<file path="config.mk">
export PLATFORM = sky130hd
export DESIGN_NAME = clk_divider_multi
export DESIGN_NICKNAME = d
export VERILOG_FILES = /design/src/rtl/clk_div_pkg.sv /design/src/rtl/clk_div_chan.sv /design/src/rtl/clk_divider_multi.sv
export SDC_FILE = /design/constraint.sdc
export NUM_CORES = 1
export LEC_CHECK = 0
export CELL_PAD_IN_SITES_DETAIL_PLACEMENT = 1
export CELL_PAD_IN_SITES_GLOBAL_PLACEMENT = 2
export CORE_MARGIN = 1
export CORE_UTILIZATION = 35
export CTS_BUF_LIST = sky130_fd_sc_hd__clkbuf_2 sky130_fd_sc_hd__clkbuf_4 sky130_fd_sc_hd__clkbuf_8
export CTS_CLUSTER_SIZE = 8
export DETAILED_ROUTE_END_ITERATION = 10
export PLACE_DENSITY = 0.78
export SLEW_MARGIN = 10
export SYNTH_ARGS = -nofsm -noshare
export SYNTH_HDL_FRONTEND = slang
export SYNTH_SLANG_ARGS = --single-unit
</file>
<file path="constraint.sdc">
create_clock -name clk_in_50M -period 2 [get_ports clk_in_50M]
set_input_delay 0.4 -clock clk_in_50M [delete_from_list [all_inputs] [get_ports clk_in_50M]]
set_output_delay 0.4 -clock clk_in_50M [all_outputs]
set_load 0.02 [all_outputs]
</file>
<file path="src/rtl/clk_div_pkg.sv">
// rtl/clk_div_pkg.sv - shared constants for the multi-channel clock divider
//
// Holds the system clock rate, the standard half-period presets and the
// width of the reload channel index. Imported by clk_div_chan and
// clk_divider_multi.

package clk_div_pkg;

    localparam int CLK_IN_HZ = 50_000_000;

    // Half-periods in 50 MHz input cycles
    localparam int HALF_1K   = 25000;
    localparam int HALF_10K  = 2500;
    localparam int HALF_1HZ  = 25_000_000;

    localparam int MAX_CH    = 8;
    localparam int LOAD_CH_W = 3;

endpackage

</file>
<file path="src/rtl/clk_div_chan.sv">
// rtl/clk_div_chan.sv - one divider channel: counter, toggle, tick, reload
//
// Optional feature macro: CLK_DIV_RUNTIME_LOAD_EN (runtime half-period reload).
//
// Ports:
//   clk_in_50M  in   system clock
//   rst_n       in   asynchronous active-low reset
//   en          in   count enable; counter and clk_out hold while low
//   sync_clr    in   synchronous phase realign (priority over en)
//   load_valid  in   reload strobe already decoded for this channel
//   load_half   in   new half-period (0 is clamped to 1)
//   clk_out     out  50% duty square clock
//   tick        out  one-cycle pulse on the clk_out 0->1 transition
//   load_pend   out  reload captured but not yet applied

module clk_div_chan #(
    parameter int               CNT_W    = 16,
    parameter logic [CNT_W-1:0] HALF_RST = CNT_W'(1)
) (
    input  logic             clk_in_50M,
    input  logic             rst_n,
    input  logic             en,
    input  logic             sync_clr,
    input  logic             load_valid,
    input  logic [CNT_W-1:0] load_half,
    output logic             clk_out,
    output logic             tick,
    output logic             load_pend
);

    // A zero half-period would never match cnt == half-1 cleanly; treat as 1.
    localparam logic [CNT_W-1:0] HALF_RST_C = (HALF_RST == '0) ? CNT_W'(1) : HALF_RST;

    logic [CNT_W-1:0] cnt;
    logic [CNT_W-1:0] half;
    logic             wrap;

    assign wrap = (cnt == half - CNT_W'(1));

    always_ff @(posedge clk_in_50M or negedge rst_n) begin
        if (!rst_n) begin
            cnt     <= '0;
            clk_out <= 1'b0;
            tick    <= 1'b0;
        end else if (sync_clr) begin
            cnt     <= '0;
            clk_out <= 1'b0;
            tick    <= 1'b0;
        end else if (en) begin
            if (wrap) begin
                cnt     <= '0;
                clk_out <= ~clk_out;
                tick    <= ~clk_out;    // high only when toggling up
            end else begin
                cnt     <= cnt + CNT_W'(1);
                tick    <= 1'b0;
            end
        end else begin
            tick <= 1'b0;
        end
    end

`ifdef CLK_DIV_RUNTIME_LOAD_EN
    logic [CNT_W-1:0] pend_half;
    logic             apply;

    // Reloads land only at a half-period boundary (or a realign), so the
    // running phase always completes and no runt pulse is produced.
    assign apply = sync_clr || (en && wrap);

    always_ff @(posedge clk_in_50M or negedge rst_n) begin
        if (!rst_n) begin
            half      <= HALF_RST_C;
            pend_half <= HALF_RST_C;
            load_pend <= 1'b0;
        end else begin
            if (apply && load_pend) begin
                half <= pend_half;
            end
            // A load coinciding with a wrap stays pending for the next wrap;
            // a later load simply overwrites an earlier unapplied one.
            if (load_valid) begin
                pend_half <= (load_half == '0) ? CNT_W'(1) : load_half;
                load_pend <= 1'b1;
            end else if (apply) begin
                load_pend <= 1'b0;
            end
        end
    end
`else
    logic unused_load;

    assign half        = HALF_RST_C;
    assign load_pend   = 1'b0;
    assign unused_load = ^{load_valid, load_half};
`endif

endmodule

</file>
<file path="src/rtl/clk_divider_multi.sv">
// rtl/clk_divider_multi.sv - NUM_CH independent 50% duty clock dividers
//
// Optional feature macro: CLK_DIV_RUNTIME_LOAD_EN (runtime half-period reload;
// when undefined load_* are ignored and load_pend is 0).
//
// Ports:
//   clk_in_50M  in   50 MHz system clock
//   rst_n       in   asynchronous active-low reset
//   en          in   global count enable
//   sync_clr    in   synchronous phase realign of all channels
//   load_valid  in   reload request strobe
//   load_ch     in   reload target channel (>= NUM_CH ignored)
//   load_half   in   reload half-period value
//   clk_out     out  square clock per channel
//   tick        out  one-cycle pulse per channel on clk_out rising
//   load_pend   out  per-channel reload pending flag

module clk_divider_multi
    import clk_div_pkg::*;
#(
    parameter int                        NUM_CH    = 2,
    parameter int                        CNT_W     = 16,
    parameter logic [NUM_CH*CNT_W-1:0]   HALF_INIT = {CNT_W'(HALF_10K), CNT_W'(HALF_1K)}
) (
    input  logic                 clk_in_50M,
    input  logic                 rst_n,
    input  logic                 en,
    input  logic                 sync_clr,
    input  logic                 load_valid,
    input  logic [LOAD_CH_W-1:0] load_ch,
    input  logic [CNT_W-1:0]     load_half,
    output logic [NUM_CH-1:0]    clk_out,
    output logic [NUM_CH-1:0]    tick,
    output logic [NUM_CH-1:0]    load_pend
);

`ifndef CLK_DIV_RUNTIME_LOAD_EN
    logic unused_load;
    assign unused_load = ^{load_valid, load_ch};
`endif

    for (genvar c = 0; c < NUM_CH; c++) begin : g_ch
        logic ch_load;

`ifdef CLK_DIV_RUNTIME_LOAD_EN
        // Out-of-range indices match no channel and are dropped.
        assign ch_load = load_valid && (load_ch == LOAD_CH_W'(c));
`else
        assign ch_load = 1'b0;
`endif

        clk_div_chan #(
            .CNT_W    (CNT_W),
            .HALF_RST (HALF_INIT[c*CNT_W +: CNT_W])
        ) u_chan (
            .clk_in_50M (clk_in_50M),
            .rst_n      (rst_n),
            .en         (en),
            .sync_clr   (sync_clr),
            .load_valid (ch_load),
            .load_half  (load_half),
            .clk_out    (clk_out[c]),
            .tick       (tick[c]),
            .load_pend  (load_pend[c])
        );
    end

endmodule

</file>
# After elaboration in Yosys (flattened, before gate mapping)
# Index checks and enable logic that the tools add are counted.
dict set report totals {
  ramBits 0
  mem_bits_ro 0
  word_cells 35
  register_bits 36
  latchBits 0
  memories 0
}
dict set report op_classes {
  add_sub_neg 2
  eq_ne 2
  bitwise_logic 2
  multipliers 0
  n_mux 18
  div 0
  n_reduce_logical 5
  shift 0
  n_lt_le_gt_ge 0
}
# operator n
set op_table {}
lappend op_table {{two-way mux 16 bit} 6}
lappend op_table {{adder 16 x 1 -> 16 bit, second input constant} 2}
lappend op_table {{== test 16 x 12 -> 1 bit, second input constant} 1}
lappend op_table {{== test 16 x 15 -> 1 bit, second input constant} 1}
lappend op_table {{two-way mux 1 bit} 12}
lappend op_table {{nonzero test 2 bit} 3}
lappend op_table {{AND reduction 2 bit} 2}
lappend op_table {{inverter 1 bit} 2}

# Depth between registers and ports, before layout
# Gate-level depths: netlist of the first run.
dict set report logic_depth {
  word_depth 4
  ltp_mapped 6
  mapped_depth_nobuf 5
}

# By module
# Synthesis of the first run repeated with hierarchy kept, for this count alone.
dict set report unflattened {
  cells_unflattened 202
  hier_area_um2 1909.3
}
# mod cells_each seq_area_each_um2 instances area_per_inst_um2
set modules_own_cells {}
lappend modules_own_cells {{clk_div_chan at g_ch[0].u_chan} 103 450.4 1 964.7}
lappend modules_own_cells {{clk_div_chan at g_ch[1].u_chan} 98 450.4 1 940.9}
lappend modules_own_cells {clk_divider_multi 1 0.0 1 3.8}

# Worst setup path before layout of the first run
# No wires, ideal clock.
dict set report synth_timing {
  path_type {register to register}
  start {register g_ch[1].u_chan.cnt[0]}
  end {register g_ch[1].u_chan.cnt[10]}
  t_required_ns 1.879
  setup_slack_ns 0.386
  n_path_buf 1
  arrival_time_ns 1.493
  path_stages_with_launch 7
  synth_period_minus_slack_ns 1.614
  path_cell_list {dfrtp_1 ha_1 nor4b_1 nand4_1 o21bai_2 buf_2 nor2_1}
}
dict set report synth_via {
  elab_chain_len 4
  elab_cells_between_ends 5
}
# item line
set synth_lines {}
lappend synth_lines {{from (decl)} clk_div_chan.sv:34} ;# logic [CNT_W-1:0] cnt;
lappend synth_lines {{from (signal assigned)} clk_div_chan.sv:55} ;# cnt <= cnt + CNT_W'(1);
lappend synth_lines {{adder 16 x 1 -> 16 bit / == test 16 x 12 -> 1 bit (equally long branches)} {clk_div_chan.sv:55, clk_div_chan.sv:38}}
lappend synth_lines {{two-way mux 16 bit *} clk_div_chan.sv:50} ;# if (wrap) begin
lappend synth_lines {{two-way mux 16 bit *} clk_div_chan.sv:49} ;# end else if (en) begin
lappend synth_lines {{two-way mux 16 bit *} clk_div_chan.sv:45} ;# end else if (sync_clr) begin
# Mark *: on every way between the ends. The rest lies on a longest branch, timed or not. The select of a mux whose other input is x is not followed.
# A chain may end at the register's enable or synchronous reset.

# Worst setup path after layout of the first run
dict set report layout_timing {
  start {input port en}
  end {register g_ch[1].u_chan.cnt[13]}
}
dict set report layout_via {
  elab_chain_len 1
}
# item line
set layout_lines {}
lappend layout_lines {{from (decl)} clk_divider_multi.sv:27} ;# input logic en,
lappend layout_lines {{nonzero test 2 bit (no line)} n/a}
# No other way between the ends.

==> metrics.md, run 1 <==
| Metric | Value |
|---|---|
| Required time of the critical path | `between 2 and 2.5 ns` |
| Post-synthesis sequential area ratio | `0.4660` |
| Cell Area, Placed | `between 2000 and 2500 µm²` |
| Initial antenna violation count | `0` |
| Skew final | `approximately 0.0081 ns` |
| I/O pins | `30` |
| Finished Cell Area | `between 2000 and 2500 µm²` |
| GRT overflow | `0` |
| Die area | `between 5000 and 6000 µm²` |
| Syn-to-layout area delta | `18.90%` |
| Synthesized area | `between 1500 and 2000 µm²` |
| DRT antenna net count | `0` |
| Worst path max stage delay | `between 0.6 and 0.7 ns` |
| Routability cong. | `~0.83` |
| CP arrival | `2.06 ns` |
| Num rows | `26` |
| Endpoints failing hold | `0` |
| Synth Instances | `slightly below 200` |
| Simple-Gate Fraction of Synth Area | `0.2783` |
| Largest family of logic cells by synthesized area | `simple AND/OR/NAND/NOR gates` |
| CTS Sinks | `36` |
| Status | `complete, no violations` |
| Post-DR vias/cell | `~5.4` |
| Die Ht | `~76 µm` |
| HPWL after detailed placement | `roughly 3.3 mm` |
| Worst Slack Setup Final | `between 0.15 and 0.2 ns` |
| XOR/XNOR Fraction of Synth Area | `0.1042` |
| First DRT Iteration DRCs | `73` |
| Layout cell share with drive strength beyond 1 | `0.1741` |
| Post-DR wirelength/cell | `between 15 and 20 µm` |
| Crit end category | `flip-flop` |
| Tot Pwr | `about 0.0014 W` |
| GRT Total Usage | `0.1771` |
| Final Max Slew Viols | `0` |
| Later-pin clock latency in the skew report | `between 0.2 and 0.3 ns` |
| Core area | `around 5200 µm²` |
| Cell variety after synth | `40` |
| Post-synthesis adder-cell area fraction | `0.01294` |
| Worst-path cell chain | `clkdlybuf4s50_1 -> o21ai_2 -> or3_4 -> or3_1 -> a21oi_1` |
| Tmin final | `1.846 ns` |
| Post-synthesis mux area share | `0` |
| Initial Util | `0.3714` |
| Pwr Density | `a little over 600 nW/µm²` |
| Startpoint type of the worst setup path | `primary input` |
| Max-Cap Viols | `0` |
| Htree depth | `2` |
| Finish-stage setup viols | `0` |
| CTS buffer count | `5` |
| Largest net degree at the start of global routing | `37` |
| Die Wd | `between 70 and 80 µm` |
| Complex-gate fraction of the synthesized area | `0.08932` |
| Grt met1 use | `0.2401` |
| Primary FF master, synth | `dfrtp_1` |
| Routed WL | `approximately 4.6 mm` |
| Reg clk slew, reported paths | `~0.07 ns` |
| Fmax | `541.8 MHz` |
| # nets final | `around 250` |
| Synth Area per Inst | `a little under 10 µm²` |
| Total iterations of the first detailed-routing run | `4` |
| # resized after CTS | `0` |
| GRT busiest layer | `met2` |
| Met2 usage | `0.2847` |
| Asr flop ratio synth | `1.000` |
| Pre-CTS setup slack | `-0.1559 ns` |
| Vias in the first global route | `1651` |
| Clock Tree Buf Depth | `2` |
| Hold WS | `roughly 0.5 ns` |
| Worst reg-to-reg path cell count | `6` |
| Antenna diodes | `0` |
| Worst Hold Class | `flip-flop to flip-flop` |
| Critical path class | `primary input to flip-flop` |
| EDFF count, synth | `0` |
| IO Port Bufs | `7` |
| CTS tree | `yes` |
| Vias | `between 1500 and 2000` |
| VDD IR max | `about 0.24 mV` |
| CTS Root Cell | `clkbuf_8` |
| DRC | `0` |
| Yosys synthesis warning count | `0` |
| Unrepaired setup endpoints after global routing | `no` |
| First-pass GRT wire length | `slightly above 8 mm` |
| Worst hold path depth | `1` |
| Crit path max fanout | `6` |
| Slowest CP cell | `clkdlybuf4s50_1` |
| GR Layer Usage met3 | `0.03713` |
| Synth Register Bits | `36` |
| Final worst path period share | `0.9228` |
| P_leak | `~0.9 nW` |
| Fin util | `0.4416` |
[report_power, final]
group          switching [W]  leakage, nW  internal [W]  total (W)
Clock               0.000260       0.0523      0.000308   0.000568
Combinational      0.0000538        0.348     0.0000343  0.0000881
Sequential        0.00000890        0.500      0.000734   0.000743
Total               0.000323        0.901       0.00108    0.00140
[registers in the layout, summed over array words and instances (netlist names)]
signal / cells
g_ch.u_chan.tick: 2
g_ch.u_chan.cnt: 32
g_ch.u_chan.clk_out: 2
[worst paths after layout]
path	from	to	slack [ns]
max in group asynchronous	rst_n	g_ch[0].u_chan.cnt[3]$_DFFE_PN0P_	1.13
worst min-delay path	g_ch[1].u_chan.clk_out$_DFFE_PN0P_	g_ch[1].u_chan.tick$_DFF_PN0_	0.50
worst max-delay path	en	g_ch[1].u_chan.cnt[13]$_DFFE_PN0P_	0.15
min in group asynchronous	rst_n	g_ch[0].u_chan.cnt[15]$_DFFE_PN0P_	0.53
worst min register to register	g_ch[1].u_chan.clk_out$_DFFE_PN0P_	g_ch[1].u_chan.tick$_DFF_PN0_	0.50
worst max register to register	g_ch[0].u_chan.cnt[0]$_DFFE_PN0P_	g_ch[0].u_chan.cnt[4]$_DFFE_PN0P_	0.17
[final cells by class]
type | count | area (µm²)
Sequential cell | 36 | 900.9
Timing Repair Buffer | 27 | 245.2
Multi-Input combinational cell | 147 | 944.7
Inverter | 6 | 22.52
Clock buffer | 8 | 97.59
Tap cell | 70 | 87.58
Fill cell | 615 | 2907
[repair_timing]
action / in CTS / in global routing
buffers inserted: 0 / 2
setup endpoints to repair: 0 / 27
hold buffers: 0 / 0
[routing by layer]
layer  up-vias  wire length (µm)
met5         -                 0
li1        746                 -
met4         0                44
met1       799              2216
met3         5               156
met2        28              2181
[stage by stage]
stage	instances	TNS, ns
after floorplan	199	0
after global placement	284	-0.4386
final	294	0
after detailed placement	284	-0.8455
after global routing	294	0
after CTS	292	0
[layout by cell type (no fill, tap or decap), types with 2 or more instances in the layout]
cell	netlist	routed
xor2_1	5	5
and4_1	2	2
nor2_1	28	28
o21bai_2	2	2
dfrtp_1	36	36
xnor2_1	18	18
buf_12	0	2
nor3_1	8	8
clkdlybuf4s50_1	0	7
nor4b_1	4	4
conb_1	1	2
nand4_1	10	10
nand2_1	11	11
o21ai_0	8	8
clkbuf_8	0	6
nand3_1	8	8
nand3b_1	2	2
nor4_1	7	7
ha_1	2	2
or3_1	5	5
buf_4	8	18
inv_1	6	6
clkbuf_4	0	2
a21oi_1	7	7
[cells by family after synthesis]
group / after synthesis
compound gates: 24
xor+xnor: 23
fa+ha+maj: 2
buf+inv: 16
flops: 36
other cells: 1
simple gates: 96
[critical path: cells and delay by family]
kind	cells	cell delay, ns
buffers and inverters	1	0.67
AOI/OAI and AO/OA	2	0.28
and+or+nand+nor	2	0.71
[Yosys cell counts, types with 5 or more instances]
cell	instances	share of area
dfrtp_1	36	0.47
nor2_1	28	0.054
xnor2_1	18	0.082
nand2_1	11	0.021
nand4_1	10	0.032
buf_4	8	0.031
nand3_1	8	0.021
nor3_1	8	0.021
o21ai_0	8	0.021
a21oi_1	7	0.018
nor4_1	7	0.023
inv_1	6	0.012
or3_1	5	0.016
xor2_1	5	0.023
(Power assumes the default switching activity.)
==> run 2, diff against run 1 <==
- CAP_MARGIN: not set -> 20
==> results of run 2 <==
The final DEF is identical to that of run 1; final timing and power are the same.
